--- config.mk ---
export PLATFORM = sky130hd
export DESIGN_NAME = alu_share_arbiter_flat
export DESIGN_NICKNAME = d
export VERILOG_FILES = /design/src/rtl/alu_share_arbiter_if.sv /design/src/rtl/alu_share_arbiter.sv /design/src/flat_wrapper.sv
export SDC_FILE = /design/constraint.sdc
export NUM_CORES = 1
export LEC_CHECK = 0
export BUFFER_PORTS_ARGS = -buffer_cell sky130_fd_sc_hd__buf_2
export CAP_MARGIN = 20
export CORE_AREA = 2 2 123 125
export CTS_CLUSTER_SIZE = 8
export DETAILED_ROUTE_END_ITERATION = 8
export DIE_AREA = 0 0 125 127
export MAX_ROUTING_LAYER = met4
export PLACE_DENSITY = 0.65
export SYNTH_ARGS = -nofsm -noshare
export SYNTH_HDL_FRONTEND = slang
export SYNTH_SLANG_ARGS = --single-unit
export TNS_END_PERCENT = 30
--- constraint.sdc ---
create_clock -name clk_i -period 1.6 [get_ports clk_i]
set_input_delay 0.08 -clock clk_i [delete_from_list [all_inputs] [get_ports clk_i]]
set_output_delay 0.08 -clock clk_i [all_outputs]
set_load 0.01 [all_outputs]
--- src/rtl/alu_share_arbiter_if.sv ---
// Bundle between the two ALU requesters, the shared ALU and the arbiter.
// The arbiter takes the slave view; the requester/ALU environment takes the master view.
interface alu_share_arbiter_if #(
   parameter int WIDTH = 32,
   parameter int OPW   = 4
);
   logic             req0_vld;
   logic             req0_rdy;
   logic [WIDTH-1:0] req0_a;
   logic [WIDTH-1:0] req0_b;
   logic [OPW-1:0]   req0_op;
   logic             req1_vld;
   logic             req1_rdy;
   logic [WIDTH-1:0] req1_a;
   logic [WIDTH-1:0] req1_b;
   logic [OPW-1:0]   req1_op;
   logic             flush0;
   logic             alu_en;
   logic [WIDTH-1:0] alu_a;
   logic [WIDTH-1:0] alu_b;
   logic [OPW-1:0]   alu_op;
   logic [WIDTH-1:0] alu_result;
   logic             rsp0_vld;
   logic             rsp0_rdy;
   logic [WIDTH-1:0] rsp0_result;
   logic             rsp1_vld;
   logic             rsp1_rdy;
   logic [WIDTH-1:0] rsp1_result;

   modport slave (
      input  req0_vld, req0_a, req0_b, req0_op, req1_vld, req1_a, req1_b, req1_op,
      input  flush0, alu_result, rsp0_rdy, rsp1_rdy,
      output req0_rdy, req1_rdy, alu_en, alu_a, alu_b, alu_op,
      output rsp0_vld, rsp0_result, rsp1_vld, rsp1_result
   );

   modport master (
      output req0_vld, req0_a, req0_b, req0_op, req1_vld, req1_a, req1_b, req1_op,
      output flush0, alu_result, rsp0_rdy, rsp1_rdy,
      input  req0_rdy, req1_rdy, alu_en, alu_a, alu_b, alu_op,
      input  rsp0_vld, rsp0_result, rsp1_vld, rsp1_result
   );
endinterface

--- src/rtl/alu_share_arbiter.sv ---
// Shares one ALU between decode (req0, priority) and AGU (req1, starvation-guarded); accept N, ALU N+1, RSP from N+2.
// A requester is held off while its previous result is unconsumed; RSP_READY in the same cycle reopens it.
module alu_share_arbiter #(
   parameter int WIDTH        = 32,
   parameter int OPW          = 4,
   parameter int STARVE_LIMIT = 3
) (
   input  logic                clk_i,
   input  logic                rst_i,
   alu_share_arbiter_if.slave  bus
);
   localparam int CW = $clog2(STARVE_LIMIT + 1);
   localparam logic [CW-1:0] LIM = CW'(STARVE_LIMIT);

   typedef enum logic {PRI0, FORCE1} state_e;

   state_e           state_q;
   logic [CW-1:0]    starve_q, starve_d;
   logic [1:0]       busy_q, busy_d;
   logic [1:0]       rsp_vld_q, rsp_vld_d;
   logic [WIDTH-1:0] rsp0_res_q, rsp1_res_q;
   logic             iss_vld_q, iss_own_q;
   logic [WIDTH-1:0] iss_a_q, iss_b_q;
   logic [OPW-1:0]   iss_op_q;
   logic             hs0, hs1, elig0, elig1, grant0, grant1, cap0, cap1;

   always_comb begin
      hs0    = rsp_vld_q[0] & bus.rsp0_rdy;
      hs1    = rsp_vld_q[1] & bus.rsp1_rdy;
      elig0  = ~busy_q[0] | hs0;
      elig1  = ~busy_q[1] | hs1;
      grant0 = ~rst_i & (state_q == PRI0) & bus.req0_vld & elig0 & ~bus.flush0;
      grant1 = ~rst_i & bus.req1_vld & elig1 & ~grant0;
      // A flushed requester-0 op still occupies the ALU this cycle, but its result is dropped.
      cap0   = iss_vld_q & ~iss_own_q & ~bus.flush0;
      cap1   = iss_vld_q & iss_own_q;

      starve_d = starve_q;
      if (!bus.req1_vld || grant1)
         starve_d = '0;
      else if (elig1 && starve_q != LIM)
         starve_d = starve_q + CW'(1);

      busy_d = busy_q;
      if (hs0 || bus.flush0) busy_d[0] = 1'b0;
      if (hs1)               busy_d[1] = 1'b0;
      if (grant0)            busy_d[0] = 1'b1;
      if (grant1)            busy_d[1] = 1'b1;

      rsp_vld_d = rsp_vld_q;
      if (hs0 || bus.flush0) rsp_vld_d[0] = 1'b0;
      if (hs1)               rsp_vld_d[1] = 1'b0;
      if (cap0)              rsp_vld_d[0] = 1'b1;
      if (cap1)              rsp_vld_d[1] = 1'b1;
   end

   always_ff @(posedge clk_i) begin
      if (rst_i) begin
         state_q    <= PRI0;
         starve_q   <= '0;
         busy_q     <= '0;
         rsp_vld_q  <= '0;
         rsp0_res_q <= '0;
         rsp1_res_q <= '0;
         iss_vld_q  <= 1'b0;
         iss_own_q  <= 1'b0;
         iss_a_q    <= '0;
         iss_b_q    <= '0;
         iss_op_q   <= '0;
      end else begin
         starve_q  <= starve_d;
         busy_q    <= busy_d;
         rsp_vld_q <= rsp_vld_d;
         case (state_q)
            PRI0:    if (starve_d == LIM) state_q <= FORCE1;
            FORCE1:  if (grant1 || !bus.req1_vld) state_q <= PRI0;
            default: state_q <= PRI0;
         endcase
         if (cap0) rsp0_res_q <= bus.alu_result;
         if (cap1) rsp1_res_q <= bus.alu_result;
         iss_vld_q <= grant0 | grant1;
         iss_own_q <= grant1;
         if (grant0) begin
            iss_a_q  <= bus.req0_a;
            iss_b_q  <= bus.req0_b;
            iss_op_q <= bus.req0_op;
         end else if (grant1) begin
            iss_a_q  <= bus.req1_a;
            iss_b_q  <= bus.req1_b;
            iss_op_q <= bus.req1_op;
         end else begin
            iss_a_q  <= '0;
            iss_b_q  <= '0;
            iss_op_q <= '0;
         end
      end
   end

   assign bus.req0_rdy    = grant0;
   assign bus.req1_rdy    = grant1;
   assign bus.alu_en      = iss_vld_q;
   assign bus.alu_a       = iss_a_q;
   assign bus.alu_b       = iss_b_q;
   assign bus.alu_op      = iss_op_q;
   assign bus.rsp0_vld    = rsp_vld_q[0];
   assign bus.rsp1_vld    = rsp_vld_q[1];
   assign bus.rsp0_result = rsp0_res_q;
   assign bus.rsp1_result = rsp1_res_q;
endmodule
--- src/flat_wrapper.sv ---
// flat-port wrapper written by rule: the top's interface ports become plain ports
module alu_share_arbiter_flat 
#(
   parameter int WIDTH        = 32,
   parameter int OPW          = 4,
   parameter int STARVE_LIMIT = 3
)
  (clk_i, rst_i, bus_req0_vld, bus_req0_a, bus_req0_b, bus_req0_op, bus_req1_vld, bus_req1_a, bus_req1_b, bus_req1_op, bus_flush0, bus_alu_result, bus_rsp0_rdy, bus_rsp1_rdy, bus_req0_rdy, bus_req1_rdy, bus_alu_en, bus_alu_a, bus_alu_b, bus_alu_op, bus_rsp0_vld, bus_rsp0_result, bus_rsp1_vld, bus_rsp1_result);
  alu_share_arbiter_if #(.WIDTH(WIDTH), .OPW(OPW)) bus_i ();
  input  logic clk_i;
  input  logic rst_i;
  input wire logic [$bits(bus_i.req0_vld)-1:0] bus_req0_vld;
  input wire logic [$bits(bus_i.req0_a)-1:0] bus_req0_a;
  input wire logic [$bits(bus_i.req0_b)-1:0] bus_req0_b;
  input wire logic [$bits(bus_i.req0_op)-1:0] bus_req0_op;
  input wire logic [$bits(bus_i.req1_vld)-1:0] bus_req1_vld;
  input wire logic [$bits(bus_i.req1_a)-1:0] bus_req1_a;
  input wire logic [$bits(bus_i.req1_b)-1:0] bus_req1_b;
  input wire logic [$bits(bus_i.req1_op)-1:0] bus_req1_op;
  input wire logic [$bits(bus_i.flush0)-1:0] bus_flush0;
  input wire logic [$bits(bus_i.alu_result)-1:0] bus_alu_result;
  input wire logic [$bits(bus_i.rsp0_rdy)-1:0] bus_rsp0_rdy;
  input wire logic [$bits(bus_i.rsp1_rdy)-1:0] bus_rsp1_rdy;
  output wire logic [$bits(bus_i.req0_rdy)-1:0] bus_req0_rdy;
  output wire logic [$bits(bus_i.req1_rdy)-1:0] bus_req1_rdy;
  output wire logic [$bits(bus_i.alu_en)-1:0] bus_alu_en;
  output wire logic [$bits(bus_i.alu_a)-1:0] bus_alu_a;
  output wire logic [$bits(bus_i.alu_b)-1:0] bus_alu_b;
  output wire logic [$bits(bus_i.alu_op)-1:0] bus_alu_op;
  output wire logic [$bits(bus_i.rsp0_vld)-1:0] bus_rsp0_vld;
  output wire logic [$bits(bus_i.rsp0_result)-1:0] bus_rsp0_result;
  output wire logic [$bits(bus_i.rsp1_vld)-1:0] bus_rsp1_vld;
  output wire logic [$bits(bus_i.rsp1_result)-1:0] bus_rsp1_result;
  assign bus_i.req0_vld = bus_req0_vld;
  assign bus_i.req0_a = bus_req0_a;
  assign bus_i.req0_b = bus_req0_b;
  assign bus_i.req0_op = bus_req0_op;
  assign bus_i.req1_vld = bus_req1_vld;
  assign bus_i.req1_a = bus_req1_a;
  assign bus_i.req1_b = bus_req1_b;
  assign bus_i.req1_op = bus_req1_op;
  assign bus_i.flush0 = bus_flush0;
  assign bus_i.alu_result = bus_alu_result;
  assign bus_i.rsp0_rdy = bus_rsp0_rdy;
  assign bus_i.rsp1_rdy = bus_rsp1_rdy;
  assign bus_req0_rdy = bus_i.req0_rdy;
  assign bus_req1_rdy = bus_i.req1_rdy;
  assign bus_alu_en = bus_i.alu_en;
  assign bus_alu_a = bus_i.alu_a;
  assign bus_alu_b = bus_i.alu_b;
  assign bus_alu_op = bus_i.alu_op;
  assign bus_rsp0_vld = bus_i.rsp0_vld;
  assign bus_rsp0_result = bus_i.rsp0_result;
  assign bus_rsp1_vld = bus_i.rsp1_vld;
  assign bus_rsp1_result = bus_i.rsp1_result;
  alu_share_arbiter #(.WIDTH(WIDTH), .OPW(OPW), .STARVE_LIMIT(STARVE_LIMIT)) u_core (.clk_i(clk_i), .rst_i(rst_i), .bus(bus_i));
endmodule
### Word level (Yosys, flattened, before mapping)

Index checks and enable logic that the tools add are counted.

| storage, ports and cells | value |
|---|---|
| input bits | 175 |
| output and inout port bits | 137 |
| flip-flop bits (word level) | 141 |

| operators by class | value |
|---|---|
| reductions and logical operators | 8 |
| bitwise logic cells | 22 |
| eq/ne operators | 2 |
| muxes and demuxes | 17 |
| add/sub/neg operators | 1 |

Operator list:

| cell | number |
|---|---|
| 32-bit two-way mux | 4 |
| 1-bit bitwise AND | 12 |
| 1-bit two-way mux | 8 |
| 4-bit two-way mux | 2 |
| 2-bit nonzero test | 4 |
| 1-bit NOT | 7 |
| 2-bit two-way mux | 2 |
| 1-bit bitwise OR | 3 |
| 2-bit by 1-bit adder with 2-bit output, second input constant | 1 |
| 2-bit == test, second input constant | 1 |
| 1-bit logical OR | 2 |
| 2-bit != test, second input constant | 1 |
| 1-bit one-hot mux with 2 select lines | 1 |
| 1-bit logical AND | 1 |
| 1-bit logical NOT | 1 |

### Longest topological paths before layout

| logic depth | value |
|---|---|
| word-level depth | 12 |
| gate-level depth with buffers | 6 |

### Worst setup path before layout

Ideal clock, no wire load.

| timing path | value |
|---|---|
| path kind | register to register |
| from | register u_core.starve_q[0] |
| to | register u_core.state_q |
| stages on the path, launching flop included | 4 |
| period minus slack after synthesis | 1.568 ns |
| buffers on the path | 0 |
| setup slack | 0.032 ns |
| data required time | 1.509 ns |
| arrival | 1.477 ns |
| path through | dfxtp_1 ha_1 or4b_2 a311oi_1 |

| on the way | value |
|---|---|
| longest elaborated chain between the ends | 7 |

Ends and longest elaborated chain:

| what | RTL line | source |
|---|---|---|
| start: declaration | alu_share_arbiter.sv:18 | `logic [CW-1:0] starve_q, starve_d;` |
| start signal: assignment | alu_share_arbiter.sv:71 | `starve_q <= starve_d;` |
| branches (longest 2 deep; another with 2-bit by 1-bit adder with 2-bit output) | n/a |  |
| 2-bit two-way mux * | alu_share_arbiter.sv:41 | `else if (elig1 && starve_q != LIM)` |
| 2-bit two-way mux * | alu_share_arbiter.sv:39 | `if (!bus.req1_vld \|\| grant1)` |
| 2-bit == test * | alu_share_arbiter.sv:75 | `PRI0: if (starve_d == LIM) state_q <= FORCE1;` |
| 1-bit two-way mux * | alu_share_arbiter.sv:75 |  |
| 1-bit one-hot mux with 2 select lines * | alu_share_arbiter.sv:74 | `case (state_q)` |
| end signal: assignment | alu_share_arbiter.sv:75 |  |
| end signal: assignment | alu_share_arbiter.sv:76 | `FORCE1: if (grant1 \|\| !bus.req1_vld) state_q <= PRI0;` |
| end signal: assignment | alu_share_arbiter.sv:77 | `default: state_q <= PRI0;` |
| end: declaration | alu_share_arbiter.sv:17 | `state_e state_q;` |

Every way passes the cells marked *.
A chain may end at the register's enable or synchronous reset.

### Worst setup path in the final report

| timing path | value |
|---|---|
| from | register u_core.state_q |
| to | register u_core.iss_b_q[1], in the netlist u_core.bus.alu_b[1] |

| on the way | value |
|---|---|
| longest elaborated chain between the ends | 9 |

Ends and longest elaborated chain:

| what | RTL line | source |
|---|---|---|
| start signal: assignment | alu_share_arbiter.sv:59 | `state_q <= PRI0;` |
| start signal: assignment | alu_share_arbiter.sv:75 |  |
| start signal: assignment | alu_share_arbiter.sv:76 |  |
| 1-bit NOT * | alu_share_arbiter.sv:32 | `grant0 = ~rst_i & (state_q == PRI0) & bus.req0_vld & elig0 & ~bus.flush0;` |
| 1-bit bitwise AND * (4 in series) | alu_share_arbiter.sv:32 |  |
| 1-bit NOT | alu_share_arbiter.sv:33 | `grant1 = ~rst_i & bus.req1_vld & elig1 & ~grant0;` |
| 1-bit bitwise AND | alu_share_arbiter.sv:33 |  |
| 32-bit two-way mux | alu_share_arbiter.sv:87 | `end else if (grant1) begin` |
| 32-bit two-way mux * | alu_share_arbiter.sv:83 | `if (grant0) begin` |
| end signal: assignment | alu_share_arbiter.sv:85 | `iss_b_q <= bus.req0_b;` |
| end signal: assignment | alu_share_arbiter.sv:89 | `iss_b_q <= bus.req1_b;` |
| end: declaration | alu_share_arbiter.sv:23 | `logic [WIDTH-1:0] iss_a_q, iss_b_q;` |

Every way passes the cells marked *; elsewhere a longest branch is shown, timed or not.

==> impl_metrics.tcl <==
set metrics [dict create \
    final-max-slew-violation-count 0 \
    finish.utilization 0.640 \
    clk_latency_ns 0.43 \
    ys_seq_elements 141 \
    drc 0 \
    clk_pin_slew_ns 0.06 \
    setup_tns_ns -0.897 \
    layout-drive-gt1-share 0.392 \
    reg2reg_to "u_core.bus.alu_b[1]$_SDFF_PP0_" \
    antenna_found_initial 3 \
    gp_congestion 0.774 \
    maxCapViolCount 0 \
    fmax_mhz 592 \
    synthDominantCellAreaShare 0.603 \
    timing.rr.start "u_core.state_q$_SDFF_PP0_" \
    min_to "u_core.bus.alu_en$_SDFF_PP0_" \
    io_pins 312 \
    synthTopCellsByArea "dfxtp_1 (60%), a22o_1 (13%), nand2_1 (11%)" \
    placed_cell_area_um2 6590 \
    fill_cells 1128 \
    violations "negative setup slack" \
    grt_usage 0.255 \
    first_global_vias 5865 \
    p_leak_nw 4.36 \
    rrSetupSlack_ns -0.09 \
    pwr-share-seq 0.395 \
    yosysUniqueCellTypes 33 \
    cts.htree.levels 4 \
    root_buffer "clkbuf_16" \
    worst_pin_slew_ns 0.437 \
    grt_start_max_net_pins 41 \
    post-dp-hpwl_um 11200 \
    worstSetupPathType "reg2reg" \
    power.total_mw 9.47 \
    routed_wl_um 20700 \
    yosysTopAreaCell "dfxtp_1" \
    grt_pass1_wl_um 30500 \
    cp-start-kind "register" \
    crit_top_cell "buf_4" \
    die_x_um 125 \
    vias_per_cell 4.76 \
    setup_ws_ns -0.0885 \
    start_util 0.325 \
    die_area_um2 15900 \
    cts.sinks 141 \
    ant_nets 0 \
    cts_tree "yes" \
    syn_avg_cell_area_um2 9.77 \
    worstPathCellList "buf_4 -> nor4b_4 -> a211oi_4 -> buf_4 -> bufbuf_16 -> a22o_1" \
    vias 5634 \
    cts_buffer_depth 2 \
    stdcell_count 1184 \
    drt-pass1-iter-count 4 \
    place_inst 962 \
    synth-async-reset-ratio 0 \
    setup.worst_path.end_class "register" \
    synth_edf_count 0 \
    switching_share 0.227 \
    synth-main-ff-cell "dfxtp_1" \
    slowest_delay_ns 0.33 \
    rows 44 \
    worst-path-max-fanout 12 \
    p_comb_frac 0.140 \
    synth_nets 655 \
    finalSetupViolations 22 \
    seq_area_um2 2820 \
    max_slew_margin 0.708 \
    min_from "bus_flush0" \
    vdd_drop_max_mv 0.646 \
    multiInputGateArea_um2 1710 \
    pre_cts_slack_ns 0.0586 \
    skew_ns 0.0134 \
    ys_warn_count 0 \
    switchingPower_mw 2.15 \
    hold_depth 3 \
    drtIter0Drc 259 \
    cts_buffers 17 \
    yosysMostFrequentCell "dfxtp_1" \
    p_per_area_nw_per_um2 1030 \
    p_int_mw 7.32 \
    ys_seq_area_frac 0.603 \
    syn_inst 479 \
    hold_viol_final 0 \
    coreArea_um2 14400 \
    nNetsFinal 1158 \
    p_clk_frac 0.465 \
    rsz0062_at_grt "yes" \
    worst_r2r_path_depth 6 \
    min_path_type "in2reg" \
    wl_per_cell_um 17.5 \
    fin_crit_sh 1.06 \
    period_needed_ns 1.69 \
    stdcell_area_um2 9230 \
    hold_ws_ns 0.0141 \
    netlist_area_um2 4680 \
    synth.cells.most_frequent "dfxtp_1 (141), nand2_1 (132), a21oi_1 (68), a22o_1 (68), clkbuf_1 (25)" \
    area_growth_pct 97.3 \
    status "finished with violations" \
    slowest_stage "nor4b_4" \
    grt_overflow 0 \
    worst_ep_required_time_ns 1.91 \
    io_buffers 311 \
    worstPathArrival_ns 1.99 \
    die_h_um 127 \
]
## sequential cells by signal, summed over array words and instances, names as in the netlist, 2 cells and up
name	flops
u_core.busy_q	2
u_core.bus.rsp1_result	32
u_core.bus.alu_a	32
u_core.bus.rsp0_result	32
u_core.bus.alu_b	32
u_core.bus.alu_op	4
u_core.rsp_vld_q	2
u_core.starve_q	2
## critical path: cells and delay by family (launching register included)
family	cells	cell delay, ns
buf+inv	3	0.59
compound gates	2	0.34
simple gates	1	0.33
flops	1	0.32
## placed cells by master (no fill, tap or decap), drive strengths merged, types with 3 or more instances in the layout
| cell | count |
|---|---|
| buf | 344 |
| bufinv | 5 |
| a22o | 68 |
| diode | 5 |
| dfxtp | 141 |
| nand2 | 132 |
| dlygate4sd3 | 173 |
| clkbuf | 25 |
| clkinv | 4 |
| nand4 | 4 |
| a211oi | 3 |
| a21oi | 68 |
## what timing repair did
item                                   4_1_cts  5_1_grt
gates resized for setup                      4        9
setup buffers                                6        1
hold buffers                               173        0
pin swaps                                    2       29
endpoints found under the hold margin      137        0
gates cloned                                 2        3
setup endpoints to repair                    2       71
## per-layer routing
| metal | vias to the layer above | wire length [um] | GRT usage |
|---|---|---|---|
| li1 | 2679 | - | - |
| met1 | 2609 | 7820 | 0.272 |
| met2 | 286 | 10800 | 0.434 |
| met3 | 60 | 1300 | 0.0603 |
| met4 | 0 | 833 | 0.150 |
| met5 | - | 0 | - |
## power by group through the flow
stage / logic, mW / clock network (mW) / registers (mW)
6_report: 1.32 / 4.40 / 3.74
5_1_grt: 1.41 / 4.62 / 3.75
4_1_cts: 1.25 / 4.45 / 3.73
3_5_place_dp: 0.867 / 0 / 3.80
3_3_place_gp: 0.864 / 0 / 3.80
2_1_floorplan: 0.283 / 0 / 3.88
## cell families (layout without fill, tap and decap cells)
kind of cell	Yosys count	in the layout	share of synthesized area
and+or+nand+nor	149	149	0.136
AOI/OAI and AO/OA	149	149	0.222
DFF	141	141	0.603
adders and majority gates	1	1	0.00267
other	0	5	0
buffers and inverters	39	555	0.0366
## how the worst max path moves through the flow
stage | startpoint | endpoint | slack, ns | cells past startpoint
3_5_place_dp | u_core.starve_q[1]$_SDFF_PP0_ | u_core.state_q$_SDFF_PP0_ | 0.06 | 3
5_1_grt | u_core.state_q$_SDFF_PP0_ | bus_req1_rdy | -0.14 | 5
2_1_floorplan | u_core.starve_q[0]$_SDFF_PP0_ | u_core.state_q$_SDFF_PP0_ | 0.03 | 3
4_1_cts | u_core.state_q$_SDFF_PP0_ | bus_req0_rdy | -0.13 | 4
3_3_place_gp | u_core.starve_q[1]$_SDFF_PP0_ | u_core.state_q$_SDFF_PP0_ | 0.08 | 3
6_report | u_core.state_q$_SDFF_PP0_ | u_core.bus.alu_b[1]$_SDFF_PP0_ | -0.09 | 6
## layout make-up
| cell class | count | area share |
|---|---|---|
| Timing Repair Buffer | 521 | 0.411 |
| Sequential cell | 141 | 0.306 |
| Multi-Input combinational cell | 299 | 0.185 |
| Clock buffer | 22 | 0.0514 |
| Tap cell | 184 | 0.0249 |
| Clock inverter | 10 | 0.0201 |
| Antenna cell | 5 | 0.00136 |
| Inverter | 2 | 0.000813 |
No activity file was read; power rests on OpenSTA's default activity.
